## src/rtl/sseg_scan.sv

```systemverilog
// Four-digit time-multiplexed scanner for a common-anode seven-segment display.
// Holds a frame-synchronised hex value and dp flags and emits one digit slot at a time,
// with a blanking guard at the start of each slot and optional leading-zero suppression.
module sseg_scan #(
    parameter int unsigned REFRESH_BITS = 18,
    parameter int unsigned BLANK_CYCLES = 64
) (
    input  logic        clk,
    input  logic        reset,
    input  logic        load,
    input  logic [15:0] value,
    input  logic [3:0]  dp_in,
    input  logic        blank_lz,
    output logic [3:0]  an,
    output logic [3:0]  digit,
    output logic        dp
);

    localparam int unsigned PH_W = REFRESH_BITS - 2;
    localparam logic [PH_W-1:0] BLANK_PH = PH_W'(BLANK_CYCLES);

    logic [REFRESH_BITS-1:0] r_cnt;
    logic [15:0]             r_pend_val;
    logic [3:0]              r_pend_dp;
    logic [15:0]             r_act_val;
    logic [3:0]              r_act_dp;
    logic [3:0]              r_an;
    logic [3:0]              r_digit;
    logic                    r_dp;

    logic [1:0]              w_sel;
    logic [PH_W-1:0]         w_ph;
    logic                    w_frame_end;
    logic [3:0]              w_supp;
    logic [3:0]              w_digit;
    logic [3:0]              w_an;
    logic                    w_dp;
    logic                    w_z3;
    logic                    w_z2;
    logic                    w_z1;

    assign w_sel       = r_cnt[REFRESH_BITS-1 -: 2];
    assign w_ph        = r_cnt[PH_W-1:0];
    assign w_frame_end = &r_cnt;

    // Free-running scan counter; wraps naturally from all-ones to zero.
    always_ff @(posedge clk) begin
        if (reset) begin
            r_cnt <= '0;
        end else begin
            r_cnt <= r_cnt + REFRESH_BITS'(1);
        end
    end

    // Pending capture on every load; active copy only at the frame boundary (load bypasses pend).
    always_ff @(posedge clk) begin
        if (reset) begin
            r_pend_val <= 16'h0000;
            r_pend_dp  <= 4'h0;
            r_act_val  <= 16'h0000;
            r_act_dp   <= 4'h0;
        end else begin
            if (load) begin
                r_pend_val <= value;
                r_pend_dp  <= dp_in;
            end
            if (w_frame_end) begin
                r_act_val <= load ? value : r_pend_val;
                r_act_dp  <= load ? dp_in : r_pend_dp;
            end
        end
    end

    // Digit/dp/anode selection for the current slot, including blanking guard and zero mask.
    always_comb begin
        w_digit = 4'h0;
        w_an    = 4'hF;
        w_dp    = 1'b1;
        w_z3    = (r_act_val[15:12] == 4'h0);
        w_z2    = w_z3 & (r_act_val[11:8] == 4'h0);
        w_z1    = w_z2 & (r_act_val[7:4] == 4'h0);
        w_supp  = {blank_lz & w_z3, blank_lz & w_z2, blank_lz & w_z1, 1'b0};
        case (w_sel)
            2'd0:    w_digit = r_act_val[3:0];
            2'd1:    w_digit = r_act_val[7:4];
            2'd2:    w_digit = r_act_val[11:8];
            default: w_digit = r_act_val[15:12];
        endcase
        w_dp = ~r_act_dp[w_sel];
        if ((w_ph >= BLANK_PH) && !w_supp[w_sel]) begin
            w_an = ~(4'b0001 << w_sel);
        end
    end

    // Output registers: one clock of latency from the counter.
    always_ff @(posedge clk) begin
        if (reset) begin
            r_an    <= 4'hF;
            r_digit <= 4'h0;
            r_dp    <= 1'b1;
        end else begin
            r_an    <= w_an;
            r_digit <= w_digit;
            r_dp    <= w_dp;
        end
    end

    assign an    = r_an;
    assign digit = r_digit;
    assign dp    = r_dp;

endmodule

```

## config.mk

```make
export PLATFORM = sky130hd
export DESIGN_NAME = sseg_scan
export DESIGN_NICKNAME = d
export VERILOG_FILES = /design/src/rtl/sseg_scan.sv
export SDC_FILE = /design/constraint.sdc
export NUM_CORES = 1
export LEC_CHECK = 0
export CORE_UTILIZATION = 28
export DETAILED_ROUTE_END_ITERATION = 6
export HOLD_SLACK_MARGIN = 0.15
export PLACE_DENSITY = 0.43
export SLEW_MARGIN = 20
export SYNTH_ARGS = -nofsm -noshare
export SYNTH_HDL_FRONTEND = slang
export SYNTH_SLANG_ARGS = --single-unit
```

## constraint.sdc

```tcl
create_clock -name clk -period 2.51 [get_ports clk]
set_clock_uncertainty 0.05 [all_clocks]
set_input_delay 0.251 -clock clk [delete_from_list [all_inputs] [get_ports clk]]
set_output_delay 0.251 -clock clk [all_outputs]
set_load 0.1 [all_outputs]
```

======== Yosys cells after proc, flatten, opt, wreduce, memory -nomap -nowiden ========
Cells that the tools add are included.
operators by class
  $add $sub $neg .......................... 1
  $mul .................................... 0
  divide/modulo/power cells ............... 0
  order comparisons ....................... 2
  equality and inequality tests ........... 2
  shift operators ......................... 1
  muxes and demuxes ....................... 7
  bitwise logic cells ..................... 8
  reduce and logical (&&, ||, !) cells .... 8
operators with widths
  operator                                                                              number
  18-bit by 1-bit adder with 18-bit output, second input constant                       1
  18-bit AND reduction                                                                  1
  16-bit by 7-bit greater-or-equal comparator with 1-bit output, second input constant  1
  16-bit two-way mux                                                                    1
  4-bit zero test                                                                       3
  4-bit case mux with 3 select lines                                                    1
  1-bit bitwise AND                                                                     5
  1-bit binary-select mux with 2-bit select                                             2
  4-bit two-way mux                                                                     1
  4-bit inverter                                                                        1
  1-bit by 2-bit left shift with 4-bit output, first input constant                     1
  2-bit by 3-bit < comparator with 1-bit output, second input constant                  1
  2-bit by 1-bit == test with 1-bit output, second input constant                       1
  2-bit == test, second input constant                                                  1
  2-bit zero test                                                                       1
  1-bit two-way mux                                                                     2
  1-bit inverter                                                                        2
  2-bit OR reduction                                                                    1
  1-bit logical AND                                                                     1
  1-bit zero test                                                                       1
word-level totals
  register bits ........................... 67
  bits in latches ......................... 0
  bits in writable memories ............... 0
  ROM bits ................................ 0
  logic and storage cells ................. 37
  memories ................................ 0

======== Logic depth before layout (Yosys ltp) ========
  word-level depth ........................ 10
  depth in mapped cells ................... 6
  mapped depth without buffers ............ 5

======== Worst setup path after synthesis ========
OpenSTA, ideal clock, no wires.
  kind .................................... register to register
  from .................................... reg r_cnt[0]
  to ...................................... reg r_act_val[10]
  setup time .............................. 121 ps
  arrival ................................. 1672 ps
  path slack .............................. 667 ps
  stages on the path, launching flop included .. 7
  path buffers ............................ 1
  clock period less this slack ............ 1843 ps
  cell sequence ........................... dfxtp_1 ha_1 nand2_1 nor4_4 nand4_2 buf_6 mux2_4
on the way
  word-level cells in the longest chain between the ends .. 1
ends and longest elaborated chain
  element                 line  RTL
  start, declared         22    logic [REFRESH_BITS-1:0] r_cnt;
  start signal, assigned  51    r_cnt <= r_cnt + REFRESH_BITS'(1);
  18-bit AND reduction    44    assign w_frame_end = &r_cnt;
  end signal, assigned    68    r_act_val <= load ? value : r_pend_val;
  end, declared           25    logic [15:0] r_act_val;
No other way between the ends.
A chain may end at the register's enable or synchronous reset.

======== Final worst setup path ========
  from .................................... reg r_cnt[0]
  to ...................................... reg r_act_val[14]
The elaborated chain is that of the path after synthesis.

==> flow_summary.toml <==
[run_status]
outcome = "finished clean"

[global_route]
grt_max_degree = 38
overflow = 0
gr-usage-all-layers_pct = 11.3
grt_pass1_vias = 1706
grt_pass1_wl_um = 8650
antenna_found_initial = 0

[cells_and_area]
drive_gt1_share_pct = 21.9
fin_cells = 426
area_delta_synth_final_pct = 21.5
antenna_cells = 0
fin_util_pct = 35.8
nets = 318

[routing]
drt_pre_antenna_iters = 3
routedWlPerCell_um = 12.5
drt-initial-drc-count = 49
via_count = 1820
wl_um = 5320
drc_errors = 0
ant_nets = 0
viasPerCell = 4.27

[place]
port_buffers = 32
dp.cells = 410
gp_congestion = 0.714
preCtsSetupSlack_ns = 0.426

[yosys]
synth_top_cells_by_count = "dfxtp_1 (67), nor2_1 (36), nor2b_1 (25), mux2i_1 (20), mux2_2 (11)"
synth_top_area_share_pct = 48.4
yosysSeqAreaShare_pct = 48.4
synth_seq_cells = 67
ys_types = 36
synthArstFlopShare_pct = 0
avgSynthCellArea_um2 = 10.7
yosys-top-cells-area = "dfxtp_1 (48%), mux2i_1 (7.2%), nor2b_1 (5.6%), mux2_4 (4.9%), nor2_1 (4.9%)"
ys.flop_type = "dfxtp_1"
yosys_warnings = 0
synthCells = 260
synth_area_leader_cell = "dfxtp_1"
synthesis.area_um2 = 2770
synth_edf_count = 0
post-synth-top-count-cell = "dfxtp_1"
synth_fp_nets = 286

[critical_path]
timing.rr.start = "r_cnt[0]"
ff2ff_setup_slack_ns = 0.44
cp.depth = 6
worstReg2RegEnd = "r_act_val[14]"
slowest_delay_ns = 0.42
worst-endpoint-required_ns = 2.68
critPathArrivalTime_ns = 2.24
crit_buf_inv = 1
critical_path_class = "flip-flop to flip-flop"
cp-start-kind = "flip-flop"
cp_slowest_cell = "nor4_4"
cp_top_family = "simple AND/OR/NAND/NOR gates"
r2r_cells = 6
endpoint_kind = "flip-flop"
path_cells = "ha_1 -> nand2_1 -> nor4_4 -> nand4_2 -> buf_4 -> mux2_4"
cp_max_fo = 20

[sta]
setup_tns_ns = 0
period_minus_slack_ns = 2.07
max-slew-margin-rel_pct = 53.5
rsz0062_at_grt = "no"
finalMaxSlewViolations = 0
final-hold-violation-count = 0
worst_pin_slew_ns = 0.696
setup_violations = 0
finalCritPeriodShare_pct = 82.5
timing.fmax_mhz = 483
setup_slack_ns = 0.439

[floorplan]
core-area_um2 = 9420
die-area_um2 = 10300
die_y_um = 101
ios = 33
rows = 35
die_w_um = 101
start_util_pct = 29.4

[clocking]
max-clock-path-buffers = 2
clk_pin_slew_worst_paths_ns = 0.08
clock-sinks = 67
cts.hold.buffers_added = 0
htreeDepth = 3
cts_root_buffer = "clkbuf_8"
clkLatencyLatePin_ns = 0.34
post_cts_buffers = 0
cts_resized = 0
numCtsBuffers = 9
cts_tree = "yes"

[pwr]
power.density_nw_per_um2 = 617
leakagePower_nw = 1.34
p_total_w = 0.00208
max-vdd-ir-drop_mv = 0.236

[worst_hold_path]
hold_path.class = "primary input to flip-flop"
min_path_cells = 3
whs_endpoint = "an[0]"
worstHoldStart = "reset"

[job]
drv_cap = 0
per-stage QoR:
stage                     instance area [µm²]  hold slack (ns)
after floorplan                          2770            0.379
after global placement                   3170            0.393
after detailed placement                 3170            0.405
after CTS                                3370            0.173
after global routing                     3370            0.180
final                                    3370            0.168
metal layers:
| metal | vias to the layer above | GRT usage, % | wire, µm |
|---|---|---|---|
| met1 | 823 | 16.4 | 2900 |
| met2 | 26 | 15.3 | 2130 |
| met4 | 0 | 6.02 | 117 |
| met3 | 11 | 2.83 | 170 |
| li1 | 960 | - | - |
| met5 | - | 0 | 0 |
worst max-delay path by stage:
stage                         from             to
final                     r_cnt[0]  r_act_val[14]
after global routing      r_cnt[0]  r_act_val[11]
after CTS                 r_cnt[0]  r_act_val[10]
after detailed placement  r_cnt[0]    r_act_dp[3]
after global placement    r_cnt[0]  r_act_val[12]
after floorplan           r_cnt[0]  r_act_val[10]
final cells by class:
class / count / area, µm²
inverter: 4 / 15.0
sequential: 67 / 1340
clock buffer: 9 / 124
fill: 963 / 6050
clock inverter: 7 / 68.8
multi-input combinational: 174 / 1330
tap: 129 / 161
timing repair buffer: 36 / 323
where the power goes:
part	switching [W]	total (W)	internal, W
clock network	0.000421	0.000876	0.000455
registers	0.00000803	0.00109	0.00109
logic	0.0000505	0.000108	0.0000579
tightest hold or removal path: stages:
cell	delay, ns
buf_2	0.13
a31oi_1	0.09
nand2_1	0.06
sequential cells by signal (all words and copies together), names as in the netlist:
name and count:
dp 1, r_pend_dp 4, r_pend_val 16, r_act_val 16, an 4, r_act_dp 4, digit 4, r_cnt 18
cell families (layout without fill, tap and decap cells):
kind of cell	Yosys count	after routing	synth area share, %
AND/OR/NAND/NOR	101	101	20.0
flip-flops	67	67	48.4
multiplexers	45	45	20.6
buffers and inverters	19	56	3.43
AO/OA/AOI/OAI	16	16	3.48
XOR/XNOR	10	10	3.16
adder cells (fa/ha/maj)	2	2	0.903
cells in the final DEF (no fill, tap or decap), types with 3 or more instances in the layout:
cell	netlist	routed
a21oi_1	8	8
buf_4	0	13
clkbuf_8	0	9
clkdlybuf4s50_1	0	22
clkinv_2	0	3
dfxtp_1	67	67
inv_1	4	4
mux2_2	11	11
mux2_4	9	9
mux2i_1	20	20
mux4_2	5	5
nand2_1	10	10
nand2b_1	3	3
nand3_1	3	3
nor2_1	36	36
nor2b_1	25	25
nor3_1	4	4
nor4_1	6	6
o31ai_1	3	3
xnor2_1	8	8
Note: power is estimated with default switching activity, not from simulation.
